### src/rtl/multicycle_ctrl.sv
// Multicycle MIPS control FSM.
// Sequences the shared-memory datapath through fetch, decode, execute,
// memory and writeback steps, and drives every datapath enable and mux
// select. Moore style: outputs depend on the current state, with op,
// memready and zero only qualifying a few of them.
//
// Memory handshake: the FSM holds its request (address select, write
// strobe) for as long as it sits in FETCH, MEMRD or MEMWR. memready=1
// means the memory completes that access in the current cycle, so the
// FSM leaves the wait state on that edge. memready is ignored in every
// other state.

module multicycle_ctrl (
    input  logic       clk,
    input  logic       reset,
    input  logic [5:0] op,
    input  logic       zero,
    input  logic       memready,
    output logic       pcen,
    output logic       iord,
    output logic       irwrite,
    output logic       memwrite,
    output logic       regdst,
    output logic       memtoreg,
    output logic       regwrite,
    output logic       alusrca,
    output logic [1:0] alusrcb,
    output logic [1:0] pcsrc,
    output logic       zeroextend,
    output logic [3:0] aluop,
    output logic [3:0] state,
    output logic       illegal
);

    typedef enum logic [3:0] {
        S_FETCH   = 4'd0,
        S_DECODE  = 4'd1,
        S_MEMADR  = 4'd2,
        S_MEMRD   = 4'd3,
        S_MEMWB   = 4'd4,
        S_MEMWR   = 4'd5,
        S_EXECUTE = 4'd6,
        S_ALUWB   = 4'd7,
        S_BRANCH  = 4'd8,
        S_IMMEX   = 4'd9,
        S_IMMWB   = 4'd10,
        S_JUMP    = 4'd11,
        S_HALT    = 4'd12
    } state_t;

    localparam logic [5:0] OP_RTYPE = 6'b000000;
    localparam logic [5:0] OP_LW    = 6'b100011;
    localparam logic [5:0] OP_SW    = 6'b101011;
    localparam logic [5:0] OP_BEQ   = 6'b000100;
    localparam logic [5:0] OP_J     = 6'b000010;
    localparam logic [5:0] OP_ADDI  = 6'b001000;
    localparam logic [5:0] OP_ADDIU = 6'b001001;
    localparam logic [5:0] OP_SLTI  = 6'b001010;
    localparam logic [5:0] OP_ANDI  = 6'b001100;
    localparam logic [5:0] OP_ORI   = 6'b001101;
    localparam logic [5:0] OP_XORI  = 6'b001110;
    localparam logic [5:0] OP_LUI   = 6'b001111;

    localparam logic [3:0] ALU_ADD   = 4'b0000;
    localparam logic [3:0] ALU_SUB   = 4'b0001;
    localparam logic [3:0] ALU_SLT   = 4'b0010;
    localparam logic [3:0] ALU_AND   = 4'b0100;
    localparam logic [3:0] ALU_OR    = 4'b0101;
    localparam logic [3:0] ALU_XOR   = 4'b0110;
    localparam logic [3:0] ALU_LUI   = 4'b0111;
    localparam logic [3:0] ALU_FUNCT = 4'b1111;

    state_t r_state;
    state_t w_next;
    state_t w_view;
    logic   r_illegal;

    // Raw per-state strobes before the reset gate.
    logic w_pcwrite;
    logic w_branch;
    logic w_irwrite;
    logic w_memwrite;
    logic w_regwrite;

    // State register and sticky illegal-opcode flag.
    always_ff @(posedge clk) begin
        if (reset) begin
            r_state   <= S_FETCH;
            r_illegal <= 1'b0;
        end else begin
            r_state <= w_next;
            if (w_next == S_HALT) begin
                r_illegal <= 1'b1;
            end
        end
    end

    // Next-state logic.
    always_comb begin
        w_next = S_FETCH;
        case (r_state)
            S_FETCH:   w_next = memready ? S_DECODE : S_FETCH;
            S_DECODE: begin
                case (op)
                    OP_RTYPE:            w_next = S_EXECUTE;
                    OP_LW, OP_SW:        w_next = S_MEMADR;
                    OP_BEQ:              w_next = S_BRANCH;
                    OP_J:                w_next = S_JUMP;
                    OP_ADDI, OP_ADDIU, OP_SLTI, OP_ANDI,
                    OP_ORI, OP_XORI, OP_LUI:
                                         w_next = S_IMMEX;
                    default:             w_next = S_HALT;
                endcase
            end
            S_MEMADR: begin
                // op is stable from DECODE; anything but LW/SW here means
                // the instruction register was corrupted, so stop.
                if (op == OP_LW) begin
                    w_next = S_MEMRD;
                end else if (op == OP_SW) begin
                    w_next = S_MEMWR;
                end else begin
                    w_next = S_HALT;
                end
            end
            S_MEMRD:   w_next = memready ? S_MEMWB : S_MEMRD;
            S_MEMWB:   w_next = S_FETCH;
            S_MEMWR:   w_next = memready ? S_FETCH : S_MEMWR;
            S_EXECUTE: w_next = S_ALUWB;
            S_ALUWB:   w_next = S_FETCH;
            S_BRANCH:  w_next = S_FETCH;
            S_IMMEX:   w_next = S_IMMWB;
            S_IMMWB:   w_next = S_FETCH;
            S_JUMP:    w_next = S_FETCH;
            S_HALT:    w_next = S_HALT;
            default:   w_next = S_FETCH;
        endcase
    end

    // Output decode. While reset is high the outputs show the FETCH
    // values; the write strobes are then gated off below.
    always_comb begin
        w_view     = reset ? S_FETCH : r_state;
        w_pcwrite  = 1'b0;
        w_branch   = 1'b0;
        w_irwrite  = 1'b0;
        w_memwrite = 1'b0;
        w_regwrite = 1'b0;
        iord       = 1'b0;
        regdst     = 1'b0;
        memtoreg   = 1'b0;
        alusrca    = 1'b0;
        alusrcb    = 2'b00;
        pcsrc      = 2'b00;
        zeroextend = 1'b0;
        aluop      = ALU_ADD;
        case (w_view)
            S_FETCH: begin
                alusrcb   = 2'b01;
                w_irwrite = memready;
                w_pcwrite = memready;
            end
            S_DECODE: begin
                alusrcb = 2'b11;
            end
            S_MEMADR: begin
                alusrca = 1'b1;
                alusrcb = 2'b10;
            end
            S_MEMRD: begin
                iord = 1'b1;
            end
            S_MEMWB: begin
                memtoreg   = 1'b1;
                w_regwrite = 1'b1;
            end
            S_MEMWR: begin
                iord       = 1'b1;
                w_memwrite = 1'b1;
            end
            S_EXECUTE: begin
                alusrca = 1'b1;
                alusrcb = 2'b00;
                aluop   = ALU_FUNCT;
            end
            S_ALUWB: begin
                regdst     = 1'b1;
                w_regwrite = 1'b1;
            end
            S_BRANCH: begin
                alusrca  = 1'b1;
                alusrcb  = 2'b00;
                aluop    = ALU_SUB;
                pcsrc    = 2'b01;
                w_branch = 1'b1;
            end
            S_IMMEX: begin
                alusrca = 1'b1;
                alusrcb = 2'b10;
                case (op)
                    OP_SLTI: aluop = ALU_SLT;
                    OP_ANDI: aluop = ALU_AND;
                    OP_ORI:  aluop = ALU_OR;
                    OP_XORI: aluop = ALU_XOR;
                    OP_LUI:  aluop = ALU_LUI;
                    default: aluop = ALU_ADD;
                endcase
                zeroextend = (op == OP_ANDI) || (op == OP_ORI) ||
                             (op == OP_XORI) || (op == OP_LUI);
            end
            S_IMMWB: begin
                w_regwrite = 1'b1;
            end
            S_JUMP: begin
                pcsrc     = 2'b10;
                w_pcwrite = 1'b1;
            end
            default: begin
                // HALT and unused codes: everything stays at its default.
            end
        endcase
    end

    // Write strobes are suppressed during reset so no state is disturbed.
    always_comb begin
        pcen     = ~reset & (w_pcwrite | (w_branch & zero));
        irwrite  = ~reset & w_irwrite;
        memwrite = ~reset & w_memwrite;
        regwrite = ~reset & w_regwrite;
    end

    assign state   = r_state;
    assign illegal = r_illegal;

endmodule

### config.mk
export PLATFORM = sky130hd
export DESIGN_NAME = multicycle_ctrl
export DESIGN_NICKNAME = d
export VERILOG_FILES = /design/src/rtl/multicycle_ctrl.sv
export SDC_FILE = /design/constraint.sdc
export NUM_CORES = 1
export LEC_CHECK = 0
export CAP_MARGIN = 15
export CORE_UTILIZATION = 40
export DETAILED_ROUTE_END_ITERATION = 10
export PLACE_DENSITY = 0.77
export SLEW_MARGIN = 20
export SYNTH_ARGS = -nofsm -noshare
export SYNTH_HDL_FRONTEND = slang
export SYNTH_SLANG_ARGS = --single-unit
export TNS_END_PERCENT = 20
### constraint.sdc
create_clock -name clk -period 2.5 [get_ports clk]
set_input_delay 0.5 -clock clk [delete_from_list [all_inputs] [get_ports clk]]
set_output_delay 0.5 -clock clk [all_outputs]
set_load 0.05 [all_outputs]
==> flow_summary.toml, run 1 <==
[synthesis]
ys_async_sr_fraction = 0
yosys-top-cells-count = "nor2_1 (14), nand2b_1 (10), o21ai_0 (8)"
synthDominantCellAreaShare = 0.138
synth_area_um2 = 723
ys_top_cells_by_area = "dfxtp_1 (14%), nand2b_1 (8.7%), nor2_1 (7.3%)"
synth_cell_types = 39
yosys_warnings = 0
syn_avg_cell_area_um2 = 6.52
synth_top_cell_by_area = "dfxtp_1"
synth_edf_count = 0
synth_seq_cells = 5
synth_nets = 121
yosysMostFrequentCell = "nor2_1"
ys_seq_area_frac = 0.138
ys.flop_type = "dfxtp_1"
synthCells = 111

[finish]
utilization = 0.797
antennaDiodeCount = 0
regArea_um2 = 105
drive_gt1_frac = 0.304
final_cells = 173
multiInputGateArea_um2 = 621
area_delta_synth_final_pct = 88.2
nets = 159
num-fill-cells = 115

[setup_path]
arrival_ns = 1.95
end_kind = "output pin"
cp_num_buf_inv = 4
critPathSlowestCell = "clkdlybuf4s50_1"
startpoint_type = "primary input"
crit_fanout = 8
cp_cell_sequence = "clkdlybuf4s50_1 > buf_4 > nand2b_1 > buf_4 > o22ai_1 > buf_12"
reg2reg_from = "state[0]"
path_class = "primary input to output pin"
r2r_end = "illegal"
cp.required_ns = 2.00
reg2reg_slack_ns = 0.61
rr_worst_depth = 5
crit_family = "buffers and inverters"
cpMostUsedCell = "buf_4"
critPathMaxStageDelay_ns = 0.46

[cts]
clockBufferDepth = 2
h-tree-depth = 1
cts_hold_buf = 0
insertion_delay_ns = 0.24
cts_sinks = 5
cts.root.buffer_cell = "clkbuf_4"
cts_buffers = 3
tritoncts = "done"
path_clk_slew_ns = 0.04

[global_routing]
grt_usage = 0.246
antenna_found_initial = 0
grt.met3_usage = 0.0163
grt_pass1_vias = 829
met1_usage = 0.346
grt_busiest_layer = "met2"
grt_pass1_wl_mm = 3.77
grt-ovfl-total = 0
grtUsageMet2 = 0.418
grt_max_degree = 28

[timing]
final_hold_viol_count = 0
worst_clock_skew_ns = 0.00127
rsz0062_at_grt = "true"
period_needed_ns = 2.45
fin_setup_tns_ns = 0
fmax_mhz = 407
slew_viol_final = 0
setup_viol = 0
fin_crit_sh = 0.982
whs_ns = 0.469
relSlewSlack = 0.656
tightest_slew_ns = 0.514

[die]
rows = 15
fp.dieH_um = 44.5
core_area_mm2 = 0.00171
start_util = 0.423
die-area_mm2 = 0.00198
die-width_um = 44.5
ios = 32

[pwr]
fin_total_pwr_mw = 0.650
p_leak_nw = 0.495
power_density_mw_per_mm2 = 478
vdd_drop_max_mv = 0.424

[route]
num_vias = 939
dr.pass1.iters = 4
drcViolationCount = 0
drt_iter0_markers = 12
ant_nets = 0
vias_per_cell = 5.43
wl_mm = 2.24
routedWlPerCell_um = 12.9

[placed_design]
place.gp.congestion = 0.845
place_inst = 169
place_hpwl_mm = 1.74
placement.io_buffers = 31

[flow_run]
maxCapViolations = 0

[hold_path]
hp-class = "flop to flop"
hold_end = "illegal"
hold_depth = 2
hp-start = "illegal"

[run_status]
outcome = "finished clean"
[power breakdown]
group          switching [mW]  total [mW]  internal (mW)
clock network          0.0305      0.0907         0.0602
registers              0.0458       0.140         0.0938
logic                   0.230       0.420          0.190
total                   0.306       0.650          0.344
[worst register-to-register path, cell delays in order, from the launching register on]
cell and delay (ns):
dfxtp_2 0.53, nand2b_1 0.15, or3_1 0.38, or4_1 0.50, o221ai_1 0.12, o41ai_1 0.10
[how the worst max path moves through the flow]
stage	start	end	slack, ns	cells after the start
2_1_floorplan	state[0]	memtoreg	-0.40	3
3_5_place_dp	reset	aluop[1]	0.003	5
6_report	reset	aluop[1]	0.05	6
3_3_place_gp	reset	aluop[2]	0.09	5
4_1_cts	reset	aluop[1]	0.009	5
5_1_grt	reset	aluop[1]	-0.04	5
[layer usage]
layer | wire (um) | vias up | part of all wire
met5 | 0 | - | 0
met4 | 0 | 0 | 0
met3 | 74 | 0 | 0.033
met2 | 1120 | 25 | 0.50
met1 | 1040 | 429 | 0.46
li1 | - | 485 | -
[repair_timing]
| item | CTS | global route |
|---|---|---|
| setup endpoints to repair | 0 | 4 |
| setup buffers | 0 | 0 |
| resized for setup | 0 | 1 |
[cell type report]
| type | count | area share |
|---|---|---|
| Clock buffer | 4 | 0.0193 |
| Timing Repair Buffer | 42 | 0.414 |
| Inverter | 4 | 0.0110 |
| Sequential cell | 5 | 0.0772 |
| Multi-Input combinational cell | 93 | 0.456 |
| Tap cell | 25 | 0.0230 |
[placed cells by master, fill, tap and decap left out, types with 5 or more instances in the layout]
| cell | synthesis | routed |
|---|---|---|
| clkdlybuf4s50_1 | 0 | 14 |
| nand2b_1 | 10 | 10 |
| buf_4 | 0 | 11 |
| nor2_1 | 14 | 11 |
| buf_12 | 0 | 17 |
| a21oi_1 | 7 | 7 |
| nor2b_1 | 6 | 6 |
| nor3_1 | 5 | 5 |
| o21ai_0 | 8 | 8 |
[per-stage QoR]
step / setup WS (ns) / instance area (um^2)
2_1_floorplan: -0.397 / 777
3_3_place_gp: 0.0878 / 1330
3_5_place_dp: 0.00338 / 1330
4_1_cts: 0.00877 / 1360
5_1_grt: -0.0368 / 1360
6_report: 0.0453 / 1360
[sequential cells by signal, indices dropped and copies added, names as in the netlist]
name     cells
state        4
illegal      1
[cells by family after synthesis]
kind of cell,count (synthesis),share of synthesized area
xor+xnor,1,0.0121
mux,2,0.0277
buf+inv,13,0.0726
flops,5,0.138
compound gates,31,0.292
simple gates,59,0.457
No activity file was read; power rests on OpenSTA's default activity.
==> inputs of run 2 (changes only) <==
--- a/config.mk
+++ b/config.mk
@@ -6,9 +6,10 @@
 export NUM_CORES = 1
 export LEC_CHECK = 0
 export CAP_MARGIN = 15
-export CORE_UTILIZATION = 40
+export CORE_ASPECT_RATIO = 0.8
+export CORE_UTILIZATION = 44
 export DETAILED_ROUTE_END_ITERATION = 10
-export PLACE_DENSITY = 0.77
+export PLACE_DENSITY = 0.84
 export SLEW_MARGIN = 20
 export SYNTH_ARGS = -nofsm -noshare
 export SYNTH_HDL_FRONTEND = slang
==> constraint.sdc (replaced) <==
create_clock -name clk -period 3.15 [get_ports clk]
set_input_delay 0.63 -clock clk [delete_from_list [all_inputs] [get_ports clk]]
set_output_delay 0.63 -clock clk [all_outputs]
set_load 0.05 [all_outputs]
==> flow_summary.toml, run 2 (synthesis gave the netlist of run 1 again) <==
[setup_path]
cp_num_buf_inv = 2
crit_fanout = 7
end_kind = "output pin"
startpoint_type = "primary input"
r2r_end = "illegal"
critPathSlowestCell = "clkdlybuf4s50_1"
cp_cell_sequence = "clkdlybuf4s50_1 > nor4_1 > nand4_1 > nor2_1 > a211o_1 > buf_12"
worstSetupStartpoint = "reset"
cp.required_ns = 2.52
critPathMaxStageDelay_ns = 0.57
crit_family = "buffers and inverters"
rr_worst_depth = 5
path_class = "primary input to output pin"
arrival_ns = 2.24
reg2reg_slack_ns = 1.10
reg2reg_from = "state[0]"

[placed_design]
placed_area_mm2 = 0.00119
place_hpwl_mm = 1.69
place_ws_ns = 0.298
placement.io_buffers = 31
place.gp.congestion = 0.910
place_inst = 158

[hold_path]
hp-class = "flop to flop"
hp-start = "illegal"
hold_depth = 2
hold_end = "illegal"

[route]
vias_per_cell = 5.95
routedWlPerCell_um = 13.7
drt_iter0_markers = 38
ant_nets = 0
wl_mm = 2.22
drcViolationCount = 0
dr.pass1.iters = 4
num_vias = 964

[timing]
fmax_mhz = 349
tightest_slew_ns = 0.579
relSlewSlack = 0.613
setup_slack_ns = 0.282
fin_crit_sh = 0.911
period_needed_ns = 2.87
slew_viol_final = 0
final_hold_viol_count = 0
whs_ns = 0.531
fin_setup_tns_ns = 0
rsz0062_at_grt = "false"
setup_viol = 0
worst_clock_skew_ns = 0.0166

[finish]
regArea_um2 = 100
final_area_mm2 = 0.00122
final_cell_mix = "nor2_1 (14), clkdlybuf4s50_1 (14), buf_12 (13), nand2b_1 (10)"
largest_reg_flops = 4
nets = 152
drive_gt1_frac = 0.206
multiInputGateArea_um2 = 592
num-fill-cells = 95
final_cells = 162
area_delta_synth_final_pct = 68.7
antennaDiodeCount = 0

[die]
core_area_mm2 = 0.00146
die-area_mm2 = 0.00181
rows = 12
start_util = 0.497
ios = 32
fp.dieH_um = 38.3
die-width_um = 47.3

[pwr]
power_density_mw_per_mm2 = 404
vdd_drop_max_mv = 0.513
p_leak_nw = 0.445

[cts]
cts.root.buffer_cell = "clkbuf_4"
insertion_delay_ns = 0.27
cts_resized = 0
cts_setup_buffers = 0
clockBufferDepth = 2
cts_sinks = 5
tritoncts = "done"
h-tree-depth = 1
cts_buffers = 3
cts_hold_buf = 0
path_clk_slew_ns = 0.06

[global_routing]
grt-ovfl-total = 0
grt_pass1_vias = 758
antenna_found_initial = 0
grt_usage = 0.274
grt_max_degree = 21
grt_pass1_wl_mm = 3.50

[run_status]
outcome = "finished clean"

[flow_run]
maxCapViolations = 0
## run 2: cell count changes in the layout (fill, tap and decap cells not counted), moves of 2 or more
cell / previous run / this run
dfxtp_1: 1 / 5
dfxtp_2: 4 / 0
nor2_1: 11 / 14
buf_4: 11 / 8
nor2_2: 2 / 0
buf_12: 17 / 13
## run 2: worst register-to-register path: cells and delay by family, from the launching register on
kind	cells	cell delay [ns]
simple gates	3	1.05
flops	1	0.68
compound gates	2	0.20
## run 2: how the worst max path moves through the flow
| stage | to | slack [ns] | cells past startpoint |
|---|---|---|---|
| 2_1_floorplan | aluop[0] | -0.23 | 6 |
| 3_3_place_gp | aluop[0] | 0.38 | 6 |
| 3_5_place_dp | aluop[0] | 0.30 | 6 |
| 4_1_cts | aluop[0] | 0.30 | 6 |
| 5_1_grt | aluop[0] | 0.15 | 6 |
| 6_report | aluop[0] | 0.28 | 6 |
## run 2: per-layer routing
layer	vias to the layer above	part of all wire	track usage
li1	473	-	-
met1	448	0.43	0.365
met2	41	0.49	0.428
met3	2	0.072	0.0708
met4	0	0.0072	0.0786
met5	-	0	0
## run 2: power breakdown
part	switching, mW	leakage (nW)	internal (mW)
combinational	0.175	0.390	0.128
sequential	0.0340	0.0407	0.0724
clock	0.0340	0.0150	0.0484
## run 2: cell type report
cell class | instances | area share
tap | 21 | 0.0215
inverter | 4 | 0.0123
timing repair buffer | 35 | 0.377
clock buffer | 4 | 0.0215
multi-input combinational | 93 | 0.485
sequential | 5 | 0.0821
## run 2: through the flow
stage / util / total power [mW]
floorplan: - / 0.302
global route: 0.838 / 0.520
detailed placement: 0.820 / 0.411
finish: 0.838 / 0.493
CTS: 0.838 / 0.496
global placement: 0.820 / 0.403
==> inputs of run 3 (changes only) <==
--- a/config.mk
+++ b/config.mk
@@ -10,8 +10,9 @@
 export CORE_UTILIZATION = 44
 export DETAILED_ROUTE_END_ITERATION = 10
 export PLACE_DENSITY = 0.84
+export SETUP_SLACK_MARGIN = 0.2
 export SLEW_MARGIN = 20
 export SYNTH_ARGS = -nofsm -noshare
 export SYNTH_HDL_FRONTEND = slang
 export SYNTH_SLANG_ARGS = --single-unit
-export TNS_END_PERCENT = 20
+export TNS_END_PERCENT = 30
==> flow_summary.toml, run 3 (synthesis gave the netlist of run 1 again) <==
[cts]
path_clk_slew_ns = 0.04
tritoncts = "done"
cts.root.buffer_cell = "clkbuf_4"
cts_hold_buf = 0
cts_resized = 0
cts_setup_buffers = 0
cts_sinks = 5
h-tree-depth = 1
cts_buffers = 3
insertion_delay_ns = 0.25
clockBufferDepth = 2

[pwr]
vdd_drop_max_mv = 0.489
p_leak_nw = 0.450
fin_total_pwr_mw = 0.509
power_density_mw_per_mm2 = 403

[finish]
num-fill-cells = 81
multiInputGateArea_um2 = 617
nets = 151
regArea_um2 = 100
layout_commonest_cell = "buf_12"
drive_gt1_frac = 0.236
largest_reg_flops = 4
final_cells = 161
final_cell_mix = "buf_12 (15), clkdlybuf4s50_1 (14), nor2_1 (11), nand2b_1 (10), o21ai_0 (8)"
area_delta_synth_final_pct = 74.6
utilization = 0.867
antennaDiodeCount = 0

[global_routing]
met1_usage = 0.346
grt_max_degree = 21
grtUsageMet2 = 0.469
grt_busiest_layer = "met2"
grt_usage = 0.284
antenna_found_initial = 0
grt-ovfl-total = 0
grt_pass1_wl_mm = 3.57
grt.met3_usage = 0.0896
grt_pass1_vias = 794

[placed_design]
place.gp.congestion = 0.947
place_inst = 157
place_hpwl_mm = 1.79
placement.io_buffers = 31

[setup_path]
end_kind = "output pin"
arrival_ns = 2.17
crit_fanout = 6
cp.required_ns = 2.52
startpoint_type = "primary input"
rr_worst_depth = 5
path_class = "primary input to output pin"

[route]
drt_iter0_markers = 57
routedWlPerCell_um = 15.3
ant_nets = 0
wl_mm = 2.47
vias_per_cell = 6.27
drcViolationCount = 0
num_vias = 1009
dr.pass1.iters = 5

[timing]
worst_clock_skew_ns = 0.00656
fmax_mhz = 357
period_needed_ns = 2.80
setup_viol = 0
tightest_slew_ns = 0.664
fin_setup_tns_ns = 0
slew_viol_final = 0
fin_crit_sh = 0.890
rsz0062_at_grt = "false"
relSlewSlack = 0.557
final_hold_viol_count = 0

[hold_path]
hold_depth = 2
hp-class = "flop to flop"

[die]
die-area_mm2 = 0.00181
start_util = 0.497
ios = 32
fp.dieH_um = 38.3
die-width_um = 47.3
core_area_mm2 = 0.00146
rows = 12

[run_status]
outcome = "finished clean"

[flow_run]
maxCapViolations = 0
==> run 3: final timing paths <==
kind | from | slack, ns | end
worst max register to register | state[0] | 0.90 | illegal
worst max-delay path | op[5] | 0.35 | aluop[0]
worst min-delay path | illegal | 0.48 | illegal
worst min register to register | illegal | 0.48 | illegal
==> run 3: power breakdown <==
| part | leakage [nW] | internal, mW | total, mW | switching, mW |
|---|---|---|---|---|
| clock | 0.0150 | 0.0481 | 0.0781 | 0.0300 |
| sequential | 0.0407 | 0.0725 | 0.110 | 0.0376 |
| combinational | 0.394 | 0.138 | 0.321 | 0.183 |
| total | 0.450 | 0.258 | 0.509 | 0.251 |
==> run 3: final cells by class <==
class	instances	area share
flip-flops and latches	5	0.0793
multi-input cells	93	0.489
well taps	21	0.0208
clock buffers	4	0.0208
repair buffers	34	0.379
inverters	4	0.0119
==> run 3: per-stage QoR <==
stage          hold WS (ns)  setup WS [ns]  area [um^2]
2_1_floorplan         0.692         0.0146          763
3_3_place_gp          0.488          0.395         1230
3_5_place_dp          0.469          0.352         1230
4_1_cts               0.470          0.341         1260
5_1_grt               0.499          0.244         1260
6_report              0.483          0.348         1260
==> run 3: metal layers <==
layer | vias up | routed length [um]
met4 | 0 | 69
li1 | 469 | -
met1 | 453 | 999
met3 | 12 | 246
met5 | - | 0
met2 | 75 | 1150
==> run 3: critical path, stage by stage <==
cell	delay [ns]
clkdlybuf4s50_1	0.51
nor4_2	0.25
nand4_1	0.24
nor2_4	0.21
a211o_1	0.19
buf_12	0.14
